## config.mk

```make
export PLATFORM = sky130hd
export DESIGN_NAME = uart_tx_buffered_flat
export DESIGN_NICKNAME = d
export VERILOG_FILES = /design/src/rtl/uart_tx_buffered_if.sv /design/src/rtl/uart_tx_buffered.sv /design/src/flat_wrapper.sv
export SDC_FILE = /design/constraint.sdc
export NUM_CORES = 1
export LEC_CHECK = 0
export ABC_AREA = 0
export CAP_MARGIN = 10
export CORE_UTILIZATION = 57
export CTS_CLUSTER_SIZE = 24
export DETAILED_ROUTE_END_ITERATION = 16
export PLACE_DENSITY = 0.88
export SYNTH_ARGS = -nofsm -noshare
export SYNTH_HDL_FRONTEND = slang
export SYNTH_SLANG_ARGS = --single-unit
```

## constraint.sdc

```tcl
create_clock -name i_clk -period 4.74 [get_ports i_clk]
set_clock_uncertainty 0.2 [all_clocks]
set_input_delay 0.948 -clock i_clk [delete_from_list [all_inputs] [get_ports i_clk]]
set_output_delay 0.948 -clock i_clk [all_outputs]
set_load 0.02 [all_outputs]
```

## src/rtl/uart_tx_buffered_if.sv

```systemverilog
// Byte-offer handshake and serial line status between game logic and the UART transmitter.
interface uart_tx_buffered_if;
    logic [7:0] data_in;
    logic       data_valid;
    logic       ready;
    logic       tx_out;
    logic       busy;

    modport master (output data_in, data_valid, input ready, tx_out, busy);
    modport slave  (input data_in, data_valid, output ready, tx_out, busy);
endinterface

```

## src/rtl/uart_tx_buffered.sv

```systemverilog
// Buffered UART transmitter: start, 8 data bits LSB first, optional even parity, STOP_BITS stop bits.
// Define PARITY_EN to include the parity bit; the default build sends 8N1/8N2 frames.
module uart_tx_buffered #(
    parameter int CLKS_PER_BIT = 1,
    parameter int STOP_BITS    = 1
) (
    input  logic i_clk,
    input  logic i_reset,
    uart_tx_buffered_if.slave bus
);
    localparam int CW = $clog2(CLKS_PER_BIT + 1);

    typedef enum logic [2:0] {
        IDLE, START, DATA,
`ifdef PARITY_EN
        PARITY,
`endif
        STOP
    } state_t;

    state_t        r_state, w_next;
    logic [7:0]    r_hold, r_shift;
    logic          r_hold_full;
    logic [CW-1:0] r_baud;
    logic [2:0]    r_bit_cnt;
    logic          r_tx;
    logic          w_tick, w_last_stop, w_load, w_cap, w_tx;

    assign w_tick      = (r_state != IDLE) && (r_baud == CW'(CLKS_PER_BIT - 1));
    assign w_last_stop = (r_bit_cnt == 3'(STOP_BITS - 1));
    assign w_cap       = bus.data_valid && !r_hold_full;

    assign bus.ready  = !r_hold_full;
    assign bus.busy   = (r_state != IDLE) || r_hold_full;
    assign bus.tx_out = r_tx;

    always_ff @(posedge i_clk or negedge i_reset) begin
        if (!i_reset) begin
            r_state   <= IDLE;
            r_tx      <= 1'b1;
            r_baud    <= '0;
            r_bit_cnt <= '0;
        end else begin
            r_state <= w_next;
            r_tx    <= w_tx;
            r_baud  <= (r_state == IDLE || w_tick) ? '0 : r_baud + 1'b1;
            if (w_tick) begin
                case (r_state)
                    DATA:    r_bit_cnt <= r_bit_cnt + 3'd1;
                    STOP:    r_bit_cnt <= w_last_stop ? 3'd0 : r_bit_cnt + 3'd1;
                    default: r_bit_cnt <= r_bit_cnt;
                endcase
            end
        end
    end

    always_comb begin
        w_next = r_state;
        case (r_state)
            IDLE:   if (r_hold_full) w_next = START;
            START:  if (w_tick) w_next = DATA;
            DATA:   if (w_tick && r_bit_cnt == 3'd7)
`ifdef PARITY_EN
                        w_next = PARITY;
            PARITY: if (w_tick) w_next = STOP;
`else
                        w_next = STOP;
`endif
            // Holding byte goes straight into the next start bit: no idle gap.
            STOP:   if (w_tick && w_last_stop) w_next = r_hold_full ? START : IDLE;
            default: w_next = IDLE;
        endcase
    end

    always_comb begin
        w_tx   = 1'b1;
        w_load = 1'b0;
        case (r_state)
            IDLE:   w_load = r_hold_full;
            START:  w_tx = 1'b0;
            DATA:   w_tx = r_shift[r_bit_cnt];
`ifdef PARITY_EN
            PARITY: w_tx = ^r_shift;
`endif
            STOP:   w_load = r_hold_full && w_tick && w_last_stop;
            default: w_tx = 1'b1;
        endcase
    end

    // Capture and load never coincide: capture needs the holding register empty, load needs it full.
    always_ff @(posedge i_clk or negedge i_reset) begin
        if (!i_reset) begin
            r_hold      <= '0;
            r_hold_full <= 1'b0;
            r_shift     <= '0;
        end else begin
            if (w_load) r_shift <= r_hold;
            if (w_cap) begin
                r_hold      <= bus.data_in;
                r_hold_full <= 1'b1;
            end else if (w_load) begin
                r_hold_full <= 1'b0;
            end
        end
    end
endmodule

```

## src/flat_wrapper.sv

```systemverilog
// flat-port wrapper written by rule: the top's interface ports become plain ports
module uart_tx_buffered_flat 
#(
    parameter int CLKS_PER_BIT = 1,
    parameter int STOP_BITS    = 1
)
  (i_clk, i_reset, bus_data_in, bus_data_valid, bus_ready, bus_tx_out, bus_busy);
  uart_tx_buffered_if bus_i ();
  input  logic i_clk;
  input  logic i_reset;
  input wire logic [$bits(bus_i.data_in)-1:0] bus_data_in;
  input wire logic [$bits(bus_i.data_valid)-1:0] bus_data_valid;
  output wire logic [$bits(bus_i.ready)-1:0] bus_ready;
  output wire logic [$bits(bus_i.tx_out)-1:0] bus_tx_out;
  output wire logic [$bits(bus_i.busy)-1:0] bus_busy;
  assign bus_i.data_in = bus_data_in;
  assign bus_i.data_valid = bus_data_valid;
  assign bus_ready = bus_i.ready;
  assign bus_tx_out = bus_i.tx_out;
  assign bus_busy = bus_i.busy;
  uart_tx_buffered #(.CLKS_PER_BIT(CLKS_PER_BIT), .STOP_BITS(STOP_BITS)) u_core (.i_clk(i_clk), .i_reset(i_reset), .bus(bus_i));
endmodule
```

==> results.py, run 1 <==
metrics = {
    "drt": {
        "vias": 700,
        "drt-pass1-iter-count": 2,
        "ant_nets": 0,
        "drt-vias-per-instance": 5.56,
        "wirelength_mm": 1.96,
        "drc_errors": 0,
        "wl_per_cell_um": 15.5,
        "drtIter0Drc": 5,
    },
    "sta": {
        "worst_pin_slew_ns": 1.05,
        "fin_crit_ns": 2.99,
        "drv_slew": 0,
        "hold_violations": 0,
        "fin_ws_ns": 1.75,
        "maxSlewHeadroom": 0.295,
        "rsz0062_at_grt": "no",
        "min_period_over_period": 0.630,
        "fin_setup_tns_ns": 0,
        "setup-violations-final": 0,
        "fmax_mhz": 335,
    },
    "logic_synthesis": {
        "async_reset_ff_frac": 1.00,
        "ys_ff_latch": 24,
        "yosys.area.top_type_share": 0.497,
        "yosysMostFrequentCell": "dfrtp_1",
        "syn_nets": 103,
        "yosys_most_used_dff": "dfrtp_1",
        "syn_area_per_cell_um2": 13.6,
        "synth-edff-count": 0,
        "ys_warn_count": 0,
        "syn_inst": 85,
        "synthTopCellsByCount": "dfrtp_1, mux2_2, ha_1",
        "syn_area_um2": 1160,
        "yosysUniqueCellTypes": 27,
        "ys_top_cells_by_area": "dfrtp_1, mux2_2, ha_1",
        "seq_area_frac_synth": 0.519,
        "synth_top_area_cell": "dfrtp_1",
    },
    "power": {
        "power.density_nw_per_um2": 640,
        "switchingPower_mw": 0.300,
        "power_frac_comb": 0.449,
        "power.internal_mw": 0.558,
        "clockPowerShare": 0.103,
        "leakagePower_nw": 0.579,
        "peakVddDrop_uv": 395,
        "sw_frac_of_total": 0.350,
        "seq_power_share": 0.447,
    },
    "critical_path": {
        "cp_slowest_cell": "clkdlybuf4s50_1",
        "critPathLaunchType": "flip-flop",
        "cp-end-kind": "output port",
        "crit_fanout": 7,
        "rrSetupSlack_ns": 2.69,
        "path_class": "flip-flop to output port",
        "max_stage_delay_ns": 0.54,
        "critical_path.startpoint": "u_core.r_state[1]$_DFFE_PN0P_",
        "r2r_start": "u_core.r_bit_cnt[0]$_DFFE_PN0P_",
        "cp_cell_sequence": "inv_1, ha_1, nand2b_1, clkdlybuf4s50_1",
        "r2r-end": "u_core.r_shift[1]$_DFFE_PN0P_",
        "setup.worst_path.end": "bus_busy",
        "worst-r2r-cell-count": 5,
        "cp.arrival_ns": 1.84,
        "required_ns": 3.59,
    },
    "floorplan": {
        "ios": 14,
        "die_h_um": 47.1,
        "dieArea_um2": 2220,
        "core-area_um2": 1820,
        "die_width_um": 47.1,
        "num_rows": 15,
        "initial_core_util": 0.636,
    },
    "place": {
        "dpl_worst_slack_ns": 1.95,
        "dp_cells": 122,
        "place_congestion": 0.805,
        "portBuffers": 13,
        "post-dp-hpwl_mm": 1.48,
    },
    "layout": {
        "drive_gt1_frac": 0.257,
        "area_growth_pct": 15.8,
        "finalNetCount": 120,
        "antenna_cells": 0,
        "final_cells": 126,
    },
    "min_path": {
        "hold_path.class": "flip-flop to flip-flop",
    },
    "outcome": {
        "status": "completed",
    },
    "clock_tree": {
        "cts_resized": 0,
        "cts_sinks": 24,
        "hold_buffers": 0,
        "clockBufferDepth": 2,
        "postCtsSetupBuffers": 0,
        "worstSkewPairLatency_ns": 0.30,
        "ctsHtreeMaxLevel": 1,
        "clk_pin_slew_worst_paths_ns": 0.12,
        "cts_made_buffers": 3,
        "cts_tree": "done",
        "cts-root-buf": "clkbuf_4",
    },
    "grt": {
        "grt_max_degree": 25,
        "grt_pass1_wl_mm": 3.17,
        "grt_overflow": 0,
        "antenna_found_initial": 0,
        "grt_util_all_layers": 0.220,
        "grt_pass1_vias": 728,
    },
    "run": {
        "maxCapViolCount": 0,
    },
}
==> layout by cell type (no fill, tap or decap), drive strengths merged, types with 3 or more instances in the layout <==
| cell | instances |
|---|---|
| ha | 7 |
| inv | 6 |
| clkdlybuf4s50 | 13 |
| dfrtp | 23 |
| mux2 | 20 |
| nand2b | 3 |
| clkbuf | 4 |
==> state kept, by name (all words and copies together), names as in the netlist <==
name	cells
u_core.bus.tx_out	1
u_core.r_baud	1
u_core.r_bit_cnt	3
u_core.r_hold	8
u_core.r_hold_full	1
u_core.r_shift	8
u_core.r_state	2
==> through the flow <==
| step | cell area, um^2 | utilization | hold slack, ns | total power [mW] |
|---|---|---|---|---|
| floorplan | 1160 | - | 0.274 | 0.667 |
| finish | 1340 | 0.737 | 0.318 | 0.858 |
| detailed placement | 1320 | 0.722 | 0.293 | 0.776 |
| global route | 1340 | 0.737 | 0.342 | 0.924 |
| global placement | 1320 | 0.722 | 0.283 | 0.742 |
| CTS | 1340 | 0.737 | 0.322 | 0.864 |
==> metal layers <==
| layer | up-vias | routed length, um | track usage |
|---|---|---|---|
| met4 | 0 | 12 | 0.0743 |
| met1 | 350 | 861 | 0.262 |
| li1 | 338 | - | - |
| met5 | - | 0 | 0 |
| met2 | 10 | 1040 | 0.394 |
| met3 | 2 | 40 | 0.0462 |
==> final cells by class <==
| class | count | area, um^2 |
|---|---|---|
| flip-flops and latches | 24 | 602 |
| inverters | 6 | 22.5 |
| repair buffers | 13 | 130 |
| clock buffers | 4 | 26.3 |
| multi-input cells | 54 | 529 |
| fillers | 126 | 479 |
| well taps | 25 | 31.3 |
==> critical path, delay by kind of cell, from the launching register on <==
kind	cells	cell delay [ns]
adder cells (fa/ha/maj)	1	0.34
buffers and inverters	2	0.64
flip-flops	1	0.44
AND/OR/NAND/NOR	1	0.11
==> logic make-up after synthesis <==
kind of cell,Yosys count,share of synthesized area
flops,24,0.519
buf+inv,7,0.0238
other cells,1,0.00324
mux,22,0.222
simple gates,12,0.0691
compound gates,12,0.0864
fa+ha+maj,7,0.0756
==> worst min-delay path by stage <==
| stage | cells after the start | endpoint | start | slack [ns] |
|---|---|---|---|---|
| global route | 1 | u_core.r_shift[0]$_DFFE_PN0P_ | u_core.r_shift[0]$_DFFE_PN0P_ | 0.34 |
| global placement | 1 | u_core.r_shift[5]$_DFFE_PN0P_ | u_core.r_shift[5]$_DFFE_PN0P_ | 0.28 |
| detailed placement | 1 | u_core.r_hold[3]$_DFFE_PN0P_ | u_core.r_hold[3]$_DFFE_PN0P_ | 0.29 |
| floorplan | 1 | u_core.r_shift[5]$_DFFE_PN0P_ | u_core.r_shift[5]$_DFFE_PN0P_ | 0.27 |
| CTS | 1 | u_core.r_hold[3]$_DFFE_PN0P_ | u_core.r_hold[3]$_DFFE_PN0P_ | 0.32 |
| finish | 1 | u_core.r_hold[3]$_DFFE_PN0P_ | u_core.r_hold[3]$_DFFE_PN0P_ | 0.32 |
==> power groups by stage <==
stage / clock network [mW] / registers (mW) / logic [mW]
after floorplan: 0 / 0.368 / 0.299
after global placement: 0 / 0.381 / 0.362
after detailed placement: 0 / 0.389 / 0.387
after CTS: 0.0926 / 0.384 / 0.388
after global routing: 0.0996 / 0.397 / 0.427
final: 0.0885 / 0.384 / 0.386
Note: power is estimated with default switching activity, not from simulation.
==> inputs of run 2 (changes only) <==
--- a/config.mk
+++ b/config.mk
@@ -7,10 +7,10 @@
 export LEC_CHECK = 0
 export ABC_AREA = 0
 export CAP_MARGIN = 10
-export CORE_UTILIZATION = 57
+export CORE_UTILIZATION = 53
 export CTS_CLUSTER_SIZE = 24
 export DETAILED_ROUTE_END_ITERATION = 16
-export PLACE_DENSITY = 0.88
+export PLACE_DENSITY = 0.83
 export SYNTH_ARGS = -nofsm -noshare
 export SYNTH_HDL_FRONTEND = slang
 export SYNTH_SLANG_ARGS = --single-unit
==> constraint.sdc (replaced) <==
create_clock -name i_clk -period 3 [get_ports i_clk]
set_clock_uncertainty 0.2 [all_clocks]
set_input_delay 0.6 -clock i_clk [delete_from_list [all_inputs] [get_ports i_clk]]
set_output_delay 0.6 -clock i_clk [all_outputs]
set_load 0.02 [all_outputs]
==> run 2 against run 1 <==
Via count increased by 4.4%. Largest cell class unchanged. Critical path depth unchanged. Critical path type unchanged. Count of clock-buffer cells in the layout down 1.
==> results.py, run 2 (synthesized netlist as in run 1, its figures left out) <==
metrics = {
    "sta": {
        "fmax_mhz": 376,
        "fin_ws_ns": 0.341,
        "setup-violations-final": 0,
        "fin_setup_tns_ns": 0,
        "fin_crit_ns": 2.66,
        "rsz0062_at_grt": "no",
        "drv_slew": 0,
        "hold_violations": 0,
        "min_period_over_period": 0.886,
    },
    "floorplan": {
        "die_width_um": 48.8,
        "core-area_um2": 2000,
        "dieArea_um2": 2380,
        "die_h_um": 48.8,
        "ios": 14,
        "num_rows": 16,
        "initial_core_util": 0.579,
    },
    "grt": {
        "grt_max_degree": 25,
        "antenna_found_initial": 0,
        "grt_pass1_wl_mm": 3.55,
        "grt_util_all_layers": 0.206,
        "grt_pass1_vias": 782,
        "grt_overflow": 0,
    },
    "place": {
        "portBuffers": 13,
        "dpl_cell_area_um2": 1330,
        "dpl_worst_slack_ns": 0.720,
        "place_congestion": 0.824,
        "post-dp-hpwl_mm": 1.44,
    },
    "clock_tree": {
        "ctsHtreeMaxLevel": 1,
        "cts_resized": 0,
        "cts_sinks": 24,
        "clockBufferDepth": 2,
        "cts_tree": "done",
        "cts_made_buffers": 3,
        "hold_buffers": 0,
        "postCtsSetupBuffers": 0,
        "cts-root-buf": "clkbuf_4",
        "worstSkewPairLatency_ns": 0.32,
        "clk_pin_slew_worst_paths_ns": 0.14,
    },
    "power": {
        "leakagePower_nw": 0.602,
        "peakVddDrop_uv": 780,
        "power.density_nw_per_um2": 1060,
    },
    "drt": {
        "vias": 731,
        "drt-pass1-iter-count": 5,
        "wirelength_mm": 2.07,
        "drc_errors": 0,
        "drtIter0Drc": 7,
        "ant_nets": 0,
        "drt-vias-per-instance": 5.62,
        "wl_per_cell_um": 16.0,
    },
    "min_path": {
        "hold_depth": 1,
        "hold_path.class": "flip-flop to flip-flop",
    },
    "critical_path": {
        "crit_fanout": 7,
        "required_ns": 2.20,
        "worst-r2r-cell-count": 5,
        "cp.arrival_ns": 1.86,
        "path_class": "flip-flop to output port",
        "cp-end-kind": "output port",
        "critPathLaunchType": "flip-flop",
    },
    "layout": {
        "final_cell_area_um2": 1390,
        "top_regs": "u_core.r_hold x8, u_core.r_shift x8, u_core.r_bit_cnt x3",
        "fin_util": 0.692,
        "finalNetCount": 122,
        "antenna_cells": 0,
        "area_growth_pct": 19.5,
        "drive_gt1_frac": 0.282,
        "final_cell_mix": "dfrtp_1, mux2_2, clkdlybuf4s50_1, ha_1, inv_1",
        "final_common_cell": "dfrtp_1",
    },
    "run": {
        "maxCapViolCount": 0,
    },
    "outcome": {
        "status": "completed",
    },
}
[run 2: report_power, final]
group	internal (mW)	total, mW	switching (mW)
Clock	0.135	0.237	0.101
Combinational	0.346	0.616	0.270
Sequential	0.488	0.616	0.128
Total	0.969	1.47	0.500
[run 2: stage by stage]
stage          power (mW)  instances  hold slack (ns)
2_1_floorplan        1.05         85            0.104
5_1_grt              1.56        130            0.339
4_1_cts              1.47        130            0.324
3_5_place_dp         1.23        126            0.293
6_report             1.47        130            0.325
3_3_place_gp         1.18        126            0.286
[run 2: critical path, cell delays in order, from the launching register on]
cell and delay (ns):
dfrtp_1 0.43, inv_1 0.11, ha_1 0.34, nand2b_1 0.11
clkdlybuf4s50_1 0.55
[run 2: worst paths after layout]
kind                                            startpoint                               to  slack [ns]
max                          u_core.r_state[0]$_DFFE_PN0P_                         bus_busy        0.34
min                           u_core.r_hold[1]$_DFFE_PN0P_    u_core.r_shift[1]$_DFFE_PN0P_        0.32
max reg2reg                u_core.r_bit_cnt[0]$_DFFE_PN0P_    u_core.r_shift[3]$_DFFE_PN0P_        0.86
min reg2reg                   u_core.r_hold[1]$_DFFE_PN0P_    u_core.r_shift[1]$_DFFE_PN0P_        0.32
max in group asynchronous                          i_reset      u_core.bus.tx_out$_DFF_PN1_        1.91
min in group asynchronous                          i_reset  u_core.r_bit_cnt[1]$_DFFE_PN0P_        0.42
[run 2: layout make-up]
cell class              instances  area, um^2
fillers                       151         617
flip-flops and latches         24         602
clock buffers                   3        22.5
repair buffers                 15         145
multi-input cells              54         529
inverters                       6        22.5
clock inverters                 1        30.0
well taps                      27        33.8
[run 2: per-layer routing]
metal / share of wire / wire length (um) / track usage / up-vias
met5: 0 / 0 / 0 / -
met4: 0.022 / 45 / 0.108 / 0
met3: 0.028 / 59 / 0.0409 / 6
met2: 0.51 / 1050 / 0.356 / 19
met1: 0.44 / 915 / 0.239 / 367
li1: - / - / - / 339
==> edit: new RTL, config.mk and constraints of run 2 <==
Make the reset (`i_reset`) synchronous in 2 clocked blocks.
--- a/src/rtl/uart_tx_buffered.sv
+++ b/src/rtl/uart_tx_buffered.sv
@@ -35,5 +35,5 @@
     assign bus.tx_out = r_tx;
 
-    always_ff @(posedge i_clk or negedge i_reset) begin
+    always_ff @(posedge i_clk) begin
         if (!i_reset) begin
             r_state   <= IDLE;
@@ -89,5 +89,5 @@
 
     // Capture and load never coincide: capture needs the holding register empty, load needs it full.
-    always_ff @(posedge i_clk or negedge i_reset) begin
+    always_ff @(posedge i_clk) begin
         if (!i_reset) begin
             r_hold      <= '0;
Function: differs if i_reset is asserted again (counterexample within 4 cycles, from zero or initial values and one cycle with i_reset low); with i_reset held inactive, the same outputs for 10 cycles.
==> edit against run 2 <==
Largest power group unchanged; total power shrank 40%; final area fell by 2.4%; register-to-register slack improved by 0.18 ns; critical path depth is the same; synthesized area grew 0.32%; global-route usage decreased by 0.31 points; sequential cell count did not move; worst setup slack improved by 0.094 ns; highest routed layer is now met3; fmax increased by 3.7%; hold slack got worse by 0.058 ns; count of clock-buffer cells in the layout increased by 1; critical endpoint unchanged; combinational power shrank 47%; wire length down 2.7%.
==> edit: results (changes against run 2) <==
The run finished with clean final reports. The async set or reset register ratio after synthesis was 0 (was 1.00); the register clock-pin slew on the reported worst setup and hold paths was 0.12 ns (was 0.14 ns). The post-synthesis compound-gate area fraction came out at 0.0764 (was 0.0864).

The peak per-stage delay on the critical path is 0.59 ns (was 0.55 ns). The tools report the global placer's final weighted congestion as 0.751 (was 0.824). The tools report the minimum setup slack after placement as 0.778 ns (was 0.720 ns). The logs give 4 (was 5) for the count of TritonRoute iterations in the first routing pass and 0.467 mV (was 0.780 mV) for the worst ir drop on vdd. The die outline area was 0.00238 mm² (about the same); the portion of netlist area occupied by mux cells was 0.202 (was 0.222). The logs give 1020 µm (was 1050 µm) for the routed wire length on met2 and 0.285 mW (was 0.500 mW) for the net switching power. The tools report the total global-route track usage as 0.203 (was 0.206).

For the number of fillers in the final layout, the log shows 172 (was 151). Cells taking the most area after synthesis: dfxtp_1, mux2i_1, ha_1, nand2_1, mux4_2 (was dfrtp_1, mux2_2, ha_1, dfstp_2, inv_1). The tools report the routed length on met1 as 914 µm (was 915 µm).

The post-layout net count came out at 155 (was 122). The met1 track demand over resource is 0.222 (was 0.239). The layout cell share with drive strength beyond 1 was 0.0956 (was 0.282); the adder-cell share of the synthesized area was 0.0753 (was 0.0756). Leading post-synthesis cells by instance count: dfxtp_1, nand2_1, mux2i_1 (was dfrtp_1, mux2_2, ha_1). The logs give 2020 µm (was 2070 µm) for the overall routed net length and 4 (was 3) for the total of clock buffers placed in the layout. Number of DRC violations after detailed-routing iteration 0: 8 (was 7). The layout inverter count without the clock tree works out to 8 (was 6). The first-pass GRT wire length was 3770 µm (was 3550 µm); the data arrival time of the critical path was 1.77 ns (was 1.86 ns). Most instantiated flip-flop cell in the synthesis netlist: dfxtp_1 (was dfrtp_1). The tools report the synthesized netlist net count as 140 (was 103). The static leakage was 0.532 nW (was 0.602 nW). The logs give 0.30 ns (was 0.32 ns) for the clock latency reported for the late side of the worst-skew pair and 80 µm (was 59 µm) for the routed length on met3. The fraction of area in clock buffers and inverters was 0.0269 (was 0.0379).

Uppermost layer routed: met3 (was met4). The number of distinct library cells after synthesis was 26 (was 27). Met2 routing resource usage after global routing: 0.391 (was 0.356). The combined area of the multi-input logic cells is 618 µm² (was 529 µm²), and the sequential share of the synthesized area is 0.413 (was 0.519). The non-clock buffer share of cell area was 0.113 (was 0.105); the share of cell area taken by flip-flops and latches was 0.356 (was 0.435). The run gives 902 (was 782) as the number of global-route vias before repair.

For the placed wire-length estimate, the log shows 1550 µm (was 1440 µm).
==> edit: changes by cell type after synthesis, moves of 9 or more <==
cell     delta
nand2_1    +19
mux2_2     -19
dfrtp_1    -23
nor2_1      +9
dfxtp_1    +24
mux2i_1    +18
==> edit: worst max-delay path, delay by kind of cell (launching register included) <==
| kind | cells | cell delay, ns |
|---|---|---|
| adders and majority gates | 1 | 0.29 |
| buffers and inverters | 2 | 0.67 |
| DFF | 1 | 0.40 |
| and+or+nand+nor | 1 | 0.10 |
==> edit: final timing paths <==
check	start	end	slack, ns	cells after the start
max	u_core.r_state[0]$_SDFFE_PN0P_	bus_busy	0.43	4
min	u_core.r_shift[1]$_SDFFE_PN0P_	u_core.r_shift[1]$_SDFFE_PN0P_	0.27	2
max reg2reg	u_core.r_state[0]$_SDFFE_PN0P_	u_core.r_bit_cnt[0]$_SDFFE_PN0P_	1.04	5
min reg2reg	u_core.r_shift[1]$_SDFFE_PN0P_	u_core.r_shift[1]$_SDFFE_PN0P_	0.27	2
==> edit: power groups by stage <==
stage	Sequential [mW]	Clock, mW	Combinational, mW
3_5_place_dp	0.393	0	0.326
5_1_grt	0.391	0.180	0.358
2_1_floorplan	0.391	0	0.247
6_report	0.385	0.166	0.325
4_1_cts	0.386	0.169	0.328
3_3_place_gp	0.389	0	0.315
==> edit: cells by family after synthesis <==
| group | after synthesis |
|---|---|
| buffers and inverters | 14 |
| adders and majority gates | 7 |
| DFF | 24 |
| other | 1 |
| and+or+nand+nor | 42 |
| AOI/OAI and AO/OA | 13 |
| muxes | 21 |
==> edit: stage by stage <==
stage	hold WS [ns]	cells	area (µm²)
4_1_cts	0.268	163	1350
5_1_grt	0.283	163	1350
3_5_place_dp	0.247	159	1320
3_3_place_gp	0.239	159	1320
6_report	0.267	163	1350
2_1_floorplan	0.232	122	1160
